### config.mk
export PLATFORM = sky130hd
export DESIGN_NAME = dcache_refill_ctrl
export DESIGN_NICKNAME = d
export VERILOG_FILES = /design/src/rtl/dcache_pkg.sv /design/src/rtl/dcache_refill_cnt.sv /design/src/rtl/dcache_refill_ctrl.sv
export SDC_FILE = /design/constraint.sdc
export NUM_CORES = 1
export LEC_CHECK = 0
export ABC_CLOCK_PERIOD_IN_PS = 1750
export BUFFER_PORTS_ARGS = -buffer_cell sky130_fd_sc_hd__buf_2
export CORE_AREA = 2 2 140 142
export DETAILED_ROUTE_END_ITERATION = 7
export DIE_AREA = 0 0 142 144
export SYNTH_ARGS = -nofsm -noshare
export SYNTH_HDL_FRONTEND = slang
export SYNTH_HIERARCHICAL = 1
export SYNTH_SLANG_ARGS = --single-unit
export TNS_END_PERCENT = 1
### constraint.sdc
create_clock -name clk -period 1.75 [get_ports clk]
set_input_delay 0.35 -clock clk [delete_from_list [all_inputs] [get_ports clk]]
set_output_delay 0.35 -clock clk [all_outputs]
set_load 0.05 [all_outputs]
### src/rtl/dcache_pkg.sv
// Shared types and constants for the dCache miss-service engine.
package dcache_pkg;

  typedef enum logic [2:0] {
    IDLE,
    WB_REQ,
    WB_WAIT,
    RF_REQ,
    RF_WAIT,
    DONE
  } refill_state_t;

  localparam logic MEM_WR = 1'b1;
  localparam logic MEM_RD = 1'b0;

  // Word-index width for a line with the given byte-offset width (32-bit words).
  function automatic int widx_width(input int offset_width);
    return offset_width - 2;
  endfunction

endpackage

### src/rtl/dcache_refill_cnt.sv
// Loadable wrapping word counter plus a transferred-word count whose 'last' flag marks the final word of a line.
module dcache_refill_cnt #(
  parameter int WIDX_W = 2
) (
  input  logic              clk,
  input  logic              resetn,
  input  logic              load,
  input  logic [WIDX_W-1:0] load_val,
  input  logic              inc,
  output logic [WIDX_W-1:0] cnt,
  output logic              last
);

  logic [WIDX_W-1:0] xfer;

  // The word index may start mid-line and wrap; xfer always counts from zero so 'last' is order-independent.
  always_ff @(posedge clk or negedge resetn) begin
    if (!resetn) begin
      cnt  <= '0;
      xfer <= '0;
    end else if (load) begin
      cnt  <= load_val;
      xfer <= '0;
    end else if (inc) begin
      cnt  <= cnt + 1'b1;
      xfer <= xfer + 1'b1;
    end
  end

  assign last = &xfer;

endmodule

### src/rtl/dcache_refill_ctrl.sv
// dCache miss-service engine: optional victim writeback, word-by-word refill, miss_done pulse.
// Define DCACHE_CWF_EN to refill critical-word-first (wrapping); otherwise the refill runs from word 0.
module dcache_refill_ctrl
  import dcache_pkg::*;
#(
  parameter int TAG_WIDTH    = 27,
  parameter int OFFSET_WIDTH = 5,
  parameter int LINE_NUM     = 8
) (
  input  logic                                 clk,
  input  logic                                 resetn,
  input  logic                                 miss_req,
  input  logic [31:0]                          miss_addr,
  input  logic [31:0]                          victim_id,
  input  logic                                 victim_valid,
  input  logic                                 victim_dirty,
  input  logic [TAG_WIDTH-1:0]                 victim_tag,
  input  logic [31:0]                          victim_rdata,
  output logic [widx_width(OFFSET_WIDTH)-1:0]  rd_widx,
  output logic                                 line_we,
  output logic [31:0]                          line_id,
  output logic [widx_width(OFFSET_WIDTH)-1:0]  line_widx,
  output logic [31:0]                          line_wdata,
  output logic [TAG_WIDTH-1:0]                 line_tag,
  output logic                                 crit_valid,
  output logic [31:0]                          crit_data,
  output logic                                 miss_done,
  output logic                                 busy,
  output logic                                 mem_req,
  output logic                                 mem_wr,
  output logic [31:0]                          mem_addr,
  output logic [31:0]                          mem_wdata,
  input  logic                                 mem_addr_ok,
  input  logic                                 mem_data_ok,
  input  logic [31:0]                          mem_rdata
);

  localparam int WIDX_W = widx_width(OFFSET_WIDTH);
  localparam int ID_W   = (LINE_NUM > 1) ? $clog2(LINE_NUM) : 1;

  refill_state_t     state, next;
  logic [TAG_WIDTH-1:0] tag_q, vtag_q;
  logic [WIDX_W-1:0] crit_q, cnt, start_in, start_q, cnt_load_val;
  logic [ID_W-1:0]   id_q;
  logic              cnt_load, cnt_inc, cnt_last, wb_beat, rf_beat, accept;
  logic              unused_bits;

  assign unused_bits = ^{miss_addr[1:0], victim_id[31:ID_W]};

`ifdef DCACHE_CWF_EN
  assign start_in = miss_addr[OFFSET_WIDTH-1:2];
  assign start_q  = crit_q;
`else
  assign start_in = '0;
  assign start_q  = '0;
`endif

  assign accept   = (state == IDLE) && miss_req;
  assign busy     = (state != IDLE);
  assign line_id  = {{(32-ID_W){1'b0}}, id_q};
  assign line_tag = tag_q;

  dcache_refill_cnt #(.WIDX_W(WIDX_W)) u_cnt (
    .clk      (clk),
    .resetn   (resetn),
    .load     (cnt_load),
    .load_val (cnt_load_val),
    .inc      (cnt_inc),
    .cnt      (cnt),
    .last     (cnt_last)
  );

  // Miss context is captured once at accept and held until the next accept.
  always_ff @(posedge clk or negedge resetn) begin
    if (!resetn) begin
      state  <= IDLE;
      tag_q  <= '0;
      vtag_q <= '0;
      crit_q <= '0;
      id_q   <= '0;
    end else begin
      state <= next;
      if (accept) begin
        tag_q  <= miss_addr[31:OFFSET_WIDTH];
        vtag_q <= victim_tag;
        crit_q <= miss_addr[OFFSET_WIDTH-1:2];
        id_q   <= victim_id[ID_W-1:0];
      end
    end
  end

  always_comb begin
    next         = state;
    mem_req      = 1'b0;
    mem_wr       = MEM_RD;
    mem_addr     = '0;
    mem_wdata    = '0;
    rd_widx      = '0;
    line_we      = 1'b0;
    line_widx    = '0;
    line_wdata   = '0;
    crit_valid   = 1'b0;
    crit_data    = '0;
    miss_done    = 1'b0;
    cnt_load     = 1'b0;
    cnt_load_val = '0;
    cnt_inc      = 1'b0;
    wb_beat      = 1'b0;
    rf_beat      = 1'b0;

    // A beat completes on data_ok in WAIT, or in REQ when addr_ok and data_ok coincide.
    case (state)
      IDLE: begin
        if (miss_req) begin
          cnt_load = 1'b1;
          if (victim_valid && victim_dirty) begin
            cnt_load_val = '0;
            next         = WB_REQ;
          end else begin
            cnt_load_val = start_in;
            next         = RF_REQ;
          end
        end
      end
      WB_REQ: begin
        mem_req   = 1'b1;
        mem_wr    = MEM_WR;
        mem_addr  = {vtag_q, cnt, 2'b00};
        mem_wdata = victim_rdata;
        rd_widx   = cnt;
        if (mem_addr_ok) begin
          if (mem_data_ok) wb_beat = 1'b1;
          else             next    = WB_WAIT;
        end
      end
      WB_WAIT: begin
        rd_widx = cnt;
        if (mem_data_ok) wb_beat = 1'b1;
      end
      RF_REQ: begin
        mem_req  = 1'b1;
        mem_wr   = MEM_RD;
        mem_addr = {tag_q, cnt, 2'b00};
        if (mem_addr_ok) begin
          if (mem_data_ok) rf_beat = 1'b1;
          else             next    = RF_WAIT;
        end
      end
      RF_WAIT: begin
        if (mem_data_ok) rf_beat = 1'b1;
      end
      DONE: begin
        miss_done = 1'b1;
        next      = IDLE;
      end
      default: next = IDLE;
    endcase

    if (wb_beat) begin
      if (cnt_last) begin
        cnt_load     = 1'b1;
        cnt_load_val = start_q;
        next         = RF_REQ;
      end else begin
        cnt_inc = 1'b1;
        next    = WB_REQ;
      end
    end

    if (rf_beat) begin
      line_we    = 1'b1;
      line_widx  = cnt;
      line_wdata = mem_rdata;
      if (cnt == crit_q) begin
        crit_valid = 1'b1;
        crit_data  = mem_rdata;
      end
      if (cnt_last) begin
        next = DONE;
      end else begin
        cnt_inc = 1'b1;
        next    = RF_REQ;
      end
    end
  end

endmodule
==> reports/results.ini <==
[timing]
tns_ns=-40.25
drv_slew=0
post-route-period-util_pct=123
fin_ws_ns=-0.405
skew_ns=0.00805
timing.fmax_mhz=464
rsz0062_at_grt=yes
finalHoldViolCount=0
fin_crit_ns=2.16
setup_viol=144

[global_routing]
grt_max_degree=70
grt_pass1_wl_mm=21.7
grt_pass1_vias=4060
grt.total_usage_pct=13.7
antenna_found_initial=1
grt_overflow=0

[detailed_routing]
ant_nets=0
vias=4139
route.detailed.drc=0
drtIter0Drc=82
vias_per_cell=4.23
wl_per_cell_um=15.2
drt-total-wl_mm=14.9
dr.pass1.iters=4

[critical_path]
crit_fanout=26
cpPeakStageDelay_ns=0.42
crit_path_end_kind=output pin
critPathBufInv=3
cpLargestDelayFamily=buffers and inverters
r2r_slack_ns=-0.16
critPathLaunch=state[0]
crit_chain=buf_6 > nor3b_2 > o21a_4 > buf_12 > and3_2 > buf_6
crit_path_top_delay_cell=dfrtp_1
crit_type=reg2out
timing.rr.start=state[0]
critical_path.most_common_cell=buf_6
critPathRequiredTime_ns=1.40
arrival_ns=1.81
cp-start-kind=flop
r2r_cells=7
r2r-end=u_cnt/cnt[2]

[finish]
final_cells=978
diodes=0
utilization_pct=39.7
fillCellCount=1815
final_nets=900
drive_gt1_share_pct=70.1
seq_area_sq_um=1730
area_growth_pct=76.8
multi_input_area_sq_um=2480

[clock_network]
clock-sinks=69
tritoncts=done
root_buffer=clkbuf_16
h-tree-depth=3
clk_latency_ns=0.33
holdBufCountCts=0
clock_path_buffers=2
cts_made_buffers=9
path_clk_slew_ns=0.06

[floorplanning]
rows=51
initial_core_util_pct=22.4
dieWidth_um=142
die_h_um=144
die_area_sq_um=20400
core-area_sq_um=19100
io_pins=361

[min_path]
hold_path.class=in2async

[placed_design]
dpl_worst_slack_ns=-0.120
gp_congestion=0.705
place_inst=956
port_buffers=298
dp_hpwl_mm=10.7

[yosys]
synth_edf_count=0
synth_top_area_share_pct=40.3
async_reset_ff_share_pct=100
synth_area_leaders=dfrtp_1 40%, mux2_2 16%, and2_1 11%, mux2i_1 7.5%, buf_4 5.8%
syn_inst=417
ys_ff_latch=69
syn_area_sq_um=4280
postSynthAreaPerCell_sq_um=10.3
synth_flop_cell=dfrtp_1
synth_warnings=6
synth_cell_types=38
synth_top_cell_by_area=dfrtp_1
synth-seq-area-share_pct=40.3

[power_and_ir_drop]
internal_power_mw=7.52
switching_share_pct=52.3
p_seq_share_pct=18.7
finalPower_mw=15.8
power.share.combinational_pct=70.5
power-per-cell-area_nw_per_um2=2090
peakVddDrop_mv=1.44
clockPowerShare_pct=10.8
leakage_nw=3.82
p_sw_mw=8.26

[run_status]
status=complete, but fails checks
failed_checks=negative setup slack

[job]
max_cap_violations=0

[repair_timing]
action / in CTS / in global routing
endpoints found under the setup margin: 205 / 205
resized for setup: 261 / 12
cloned: 3 / 0
pin swaps: 7 / 7
buffers inserted: 4 / 0
[routing by layer]
metal	up-vias	part of all wire (%)	GRT usage (%)
li1	1988	-	-
met1	1947	38	15.0
met2	190	53	25.9
met3	12	7.1	3.84
met4	2	1.2	3.37
met5	-	0.087	0
[state kept, by name (all words and copies together), names as in the netlist]
| signal | count |
|---|---|
| state | 3 |
| line_tag | 27 |
| id_q | 3 |
| crit_q | 3 |
| vtag_q | 27 |
| u_cnt/cnt | 3 |
| u_cnt/xfer | 3 |
[Yosys cell counts, types with 3 or more instances]
cell type	instances
buf_4	33
buf_6	3
inv_1	4
buf_2	11
dfrtp_1	69
clkbuf_1	13
mux2_2	60
o21ai_0	4
a21oi_1	3
nand2_1	7
and2_1	76
xor2_1	3
and3_1	33
mux2i_1	32
nor2_1	36
ha_1	3
[cell usage in the layout (no fill, tap or decap), drive strengths merged, types with 2 or more instances in the layout]
master	count
buf	335
and2	76
dfrtp	69
mux2	60
nor2	36
conb	34
and3	33
mux2i	32
clkbuf	13
nand2	7
o21ai	4
inv	4
xor2	3
clkinv	3
ha	3
a21oi	3
nor3b	2
and4b	2
nand3b	2
xnor2	2
a211oi	2
[area by class of cell]
cell class              count  share of cell area (%)
flip-flops and latches     69                    22.8
inverters                   4                   0.231
well taps                 238                    3.93
clock buffers              12                    3.39
repair buffers            336                    36.5
multi-input cells         315                    32.8
clock inverters             4                   0.298
[power groups by stage]
| stage | clock network (mW) | registers [mW] | logic, mW |
|---|---|---|---|
| floorplan | 0 | 4.12 | 6.10 |
| global placement | 0 | 2.95 | 9.77 |
| detailed placement | 0 | 2.97 | 9.80 |
| CTS | 1.76 | 2.95 | 11.2 |
| global route | 1.83 | 3.08 | 11.7 |
| finish | 1.71 | 2.96 | 11.1 |
[per-stage QoR]
step | hold WS [ns] | instance area, sq um
floorplan | 0.0544 | 4510
global placement | 0.411 | 6340
detailed placement | 0.406 | 6340
CTS | 0.0505 | 7530
global route | 0.0677 | 7570
finish | 0.0410 | 7570
[worst max path at each step]
stage	cells after the start	end
floorplan	5	mem_addr[10]
CTS	5	line_wdata[31]
detailed placement	6	u_cnt/cnt[2]
finish	6	crit_data[4]
global placement	6	u_cnt/cnt[2]
global route	5	crit_data[15]
[kinds of logic after synthesis]
| kind of cell | Yosys count | share of synthesized area, % |
|---|---|---|
| xor gates and xnor gates | 5 | 1.02 |
| muxes | 92 | 23.3 |
| and+or+nand+nor | 166 | 22.6 |
| other | 1 | 0.0876 |
| buffers and inverters | 66 | 9.53 |
| adders and majority gates | 3 | 0.877 |
| AOI/OAI and AO/OA | 15 | 2.34 |
| DFF | 69 | 40.3 |
No activity file was read; power rests on OpenSTA's default activity.
